File: config.mk
export PLATFORM = sky130hd
export DESIGN_NAME = mem_port_arbiter
export DESIGN_NICKNAME = d
export VERILOG_FILES = /design/src/rtl/mem_port_arbiter.sv
export SDC_FILE = /design/constraint.sdc
export NUM_CORES = 1
export LEC_CHECK = 0
export CAP_MARGIN = 15
export CORE_ASPECT_RATIO = 1.25
export CORE_MARGIN = 5
export CORE_UTILIZATION = 41
export DETAILED_ROUTE_END_ITERATION = 7
export PLACE_DENSITY_LB_ADDON = 0.3
export SYNTH_ARGS = -nofsm -noshare
export SYNTH_HDL_FRONTEND = slang
export SYNTH_SLANG_ARGS = --single-unit
File: constraint.sdc
create_clock -name clk -period 1.92 [get_ports clk]
set_input_delay 0.192 -clock clk [delete_from_list [all_inputs] [get_ports clk]]
set_output_delay 0.192 -clock clk [all_outputs]
set_load 0.02 [all_outputs]
File: src/rtl/mem_port_arbiter.sv
// Two-requester arbiter for one single-port synchronous memory.
// ARB_RR_EN selects round-robin; default is fixed data-over-fetch.
module mem_port_arbiter #(
  parameter int ADDR_W   = 32,
  parameter int DATA_W   = 32,
  parameter int WAIT_CYC = 2
) (
  input  logic              clk,
  input  logic              rst,
  input  logic              if_req,
  input  logic [ADDR_W-1:0] if_addr,
  output logic              if_ack,
  output logic [DATA_W-1:0] if_rdata,
  input  logic              d_req,
  input  logic              d_we,
  input  logic [ADDR_W-1:0] d_addr,
  input  logic [DATA_W-1:0] d_wdata,
  output logic              d_ack,
  output logic [DATA_W-1:0] d_rdata,
  output logic              mem_cs,
  output logic              mem_we,
  output logic [ADDR_W-1:0] mem_addr,
  output logic [DATA_W-1:0] mem_wdata,
  input  logic [DATA_W-1:0] mem_rdata,
  output logic              busy
);

  localparam int CW = $clog2(WAIT_CYC + 1);
  localparam logic [CW-1:0] CNT_INIT = CW'(WAIT_CYC - 1);

  typedef enum logic [1:0] {
    IDLE,
    ACCESS,
    DONE
  } state_t;

  state_t        state;
  logic [CW-1:0] cnt;
  logic          win_d;
  logic          grant_d;

`ifdef ARB_RR_EN
  logic last_d;

  // On a collision the side not granted last time wins.
  assign grant_d = d_req & (~if_req | ~last_d);
`else
  assign grant_d = d_req;
`endif

  always_ff @(posedge clk or negedge rst) begin
    if (!rst) begin
      state     <= IDLE;
      cnt       <= '0;
      win_d     <= 1'b0;
      if_ack    <= 1'b0;
      if_rdata  <= '0;
      d_ack     <= 1'b0;
      d_rdata   <= '0;
      mem_cs    <= 1'b0;
      mem_we    <= 1'b0;
      mem_addr  <= '0;
      mem_wdata <= '0;
      busy      <= 1'b0;
`ifdef ARB_RR_EN
      last_d    <= 1'b0;
`endif
    end else begin
      unique case (state)
        IDLE: begin
          if (if_req | d_req) begin
            state     <= ACCESS;
            busy      <= 1'b1;
            mem_cs    <= 1'b1;
            win_d     <= grant_d;
            mem_we    <= grant_d & d_we;
            mem_addr  <= grant_d ? d_addr : if_addr;
            mem_wdata <= d_wdata;
            cnt       <= CNT_INIT;
`ifdef ARB_RR_EN
            last_d    <= grant_d;
`endif
          end
        end
        ACCESS: begin
          if (cnt == '0) begin
            state  <= DONE;
            mem_cs <= 1'b0;
            mem_we <= 1'b0;
            if (win_d) begin
              d_ack <= 1'b1;
              if (!mem_we)
                d_rdata <= mem_rdata;
            end else begin
              if_ack   <= 1'b1;
              if_rdata <= mem_rdata;
            end
          end else begin
            cnt <= cnt - CW'(1);
          end
        end
        DONE: begin
          state  <= IDLE;
          busy   <= 1'b0;
          if_ack <= 1'b0;
          d_ack  <= 1'b0;
        end
        default: state <= IDLE;
      endcase
    end
  end

endmodule

==> metrics.yaml <==
crit_buf_inv: 2
synth_area_leaders: "dfrtp_1 (61%), mux2_2 (14%), mux2_4 (6.7%)"
synthCells: 389
netlist-cell-type-count: 22
first_global_vias: 4667
yosysSeqAreaShare_pct: 61.20
clock_skew_ps: 13.70
boundaryPins: 266
critPathKind: "reg -> reg"
final_antenna_net_count: 0
crit_family: "simple AND/OR/NAND/NOR gates"
clk_pin_slew_ps: 60
grt_max_degree: 62
port-buffer-count: 265
yosysTopAreaCell: "dfrtp_1"
end_kind: "flip-flop"
final_util_pct: 67.47
setup_viol: 0
whs_ps: 350.0
grt_overflow: 0
tightest_slew_ps: 592.0
numCtsBuffers: 17
fin_crit_ps: 1734
status: "finished, final reports clean"
die-area_um2: 16220
drc: 0
core_um2: 13630
reg2regPathDepth: 6
viasPerCell: 4.939
nFillCells: 1018
cts_max_level: 4
gp_congestion: 0.8098
syn_to_final_growth_pct: 62.99
p_per_area_nw_per_um2: 1840
synth_top_area_share_pct: 61.20
max_slew_margin_pct: 60.53
cts_root_buffer: "clkbuf_16"
syn_nets: 524
power_mw: 16.92
num_antenna_cells: 0
clock_latency_ps: 410
critPathMaxFanout: 26
vias: 4208
cts_resized: 0
drive_gt1_share_pct: 22.01
final_nets: 799
finalMaxSlewViolations: 0
start_kind: "flip-flop"
cp.arrival_ps: 2020
synth_seq_cells: 138
syn_area_um2: 5643
r2r_setup_slack_ps: 190
hold_viol: 0
antenna_found_initial: 0
slowest_delay_ps: 360
cts_tree: "yes"
drtIter0Drc: 156
cts_buffer_depth: 2
die_w_um: 114.9
wl_mm: 15.41
die_y_um: 141.2
track_usage_pct: 19.06
yosys_warnings: 0
avgRoutedWirePerCell_um: 18.09
start_util_pct: 41.39
r2r-end: "d_rdata[4]"
avgSynthCellArea_um2: 14.51
p_leak_nw: 3.911
seq_area_um2: 3453
fp-row-count: 48
worst-path-stages: 6
final_area_um2: 9198
grt_pass1_wl_mm: 24.05
critPathRequiredTime_ps: 2200
fmax_ghz: 0.5767
rsz0062_at_grt: "false"
dp_hpwl_mm: 11.77
worstPathCellList: "inv_1 -> ha_1 -> nand3b_1 -> nor3_4 -> buf_12 -> mux2_2"
max-vdd-ir-drop_mv: 0.9006
place_area_um2: 8563
maxCapViolations: 0
cts_sinks: 138
tns_ps: 0
fin_crit_sh_pct: 90.32
multi_input_area_um2: 2016
slowest_stage: "dfrtp_1"
hp-class: "in -> async"
dr.pass1.iters: 4
r2r_start: "cnt[0]"
[metal layers]
metal  part of all wire [%]  vias up  global-route usage [%]
met5                      0        -                       0
met2                     50      202                   31.28
met3                    9.5       21                   7.342
met4                    1.8        0                   6.613
met1                     38     2046                   22.84
li1                       -     1939                       -
[power breakdown]
group	internal (mW)	leakage, nW	switching [mW]
registers	4.39	1.61	0.876
clock network	2.19	0.295	1.23
logic	4.37	2.01	3.87
[stage by stage]
step                std cells  setup WS (ps)
global route              852          70.60
finish                    852          185.9
floorplan                 389          226.2
CTS                       852          160.9
detailed placement        819          166.6
global placement          819          237.0
[final cells by class]
cell class              instances  share of cell area [%]
clock buffers                  19                   4.707
clock inverters                13                   2.081
inverters                       7                  0.2857
multi-input cells             219                   21.92
flip-flops and latches        138                   37.55
well taps                     175                   2.381
repair buffers                281                   31.08
[registers in the layout, summed over array words and instances (netlist names)]
signal,count
mem_addr,32
win_d,1
mem_cs,1
state,2
mem_we,1
if_ack,1
cnt,2
d_ack,1
mem_wdata,32
busy,1
if_rdata,32
d_rdata,32
[placed cells by master (no fill, tap or decap), types with 3 or more instances in the layout]
master             n
buf_12             7
inv_6              3
o21ai_0            3
dfrtp_1          138
clkinvlp_4         3
clkbuf_16         17
mux2i_1           33
a21oi_1           65
buf_4              8
bufinv_16          4
mux2_4            25
clkdlybuf4s50_1  263
inv_1              7
nand2_1            6
mux2_2            72
[Yosys cell counts, drive strengths merged]
| cell type | instances |
|---|---|
| a21oi | 65 |
| ha | 2 |
| nor3 | 1 |
| clkbuf | 9 |
| a31o | 1 |
| nand2 | 6 |
| nor4bb | 1 |
| inv | 7 |
| nor3b | 1 |
| dfrtp | 138 |
| mux2 | 97 |
| a22o | 1 |
| nor2 | 2 |
| mux2i | 33 |
| nand3b | 2 |
| buf | 16 |
| o21ai | 3 |
| and2 | 1 |
| or2 | 1 |
| a31oi | 2 |
[worst max-delay path by stage]
stage,from,to
6_report,cnt[0],d_rdata[4]
5_1_grt,cnt[0],d_rdata[4]
4_1_cts,cnt[0],d_rdata[4]
3_5_place_dp,cnt[0],d_rdata[9]
3_3_place_gp,cnt[0],d_rdata[10]
2_1_floorplan,state[0],mem_wdata[10]
[kinds of logic (layout without fill, tap and decap cells)]
group / after synthesis / after routing / synth area share [%]
mux: 130 / 130 / 26.87
flops: 138 / 138 / 61.20
simple gates: 15 / 15 / 1.552
buf+inv: 32 / 320 / 3.370
compound gates: 72 / 72 / 6.563
fa+ha+maj: 2 / 2 / 0.4434
[worst register-to-register path: cells and delay by family (launching register included)]
family                   cells  cell delay [ps]
multiplexers                 1              360
buffers and inverters        2              330
AND/OR/NAND/NOR              2              420
adder cells (fa/ha/maj)      1              170
flip-flops                   1              360
[what timing repair did]
action                                 in CTS  in global routing
hold buffers                                1                  0
endpoints found under the hold margin      57                  0
setup buffers                               0                  0
Power figures use the tool's default switching activity.
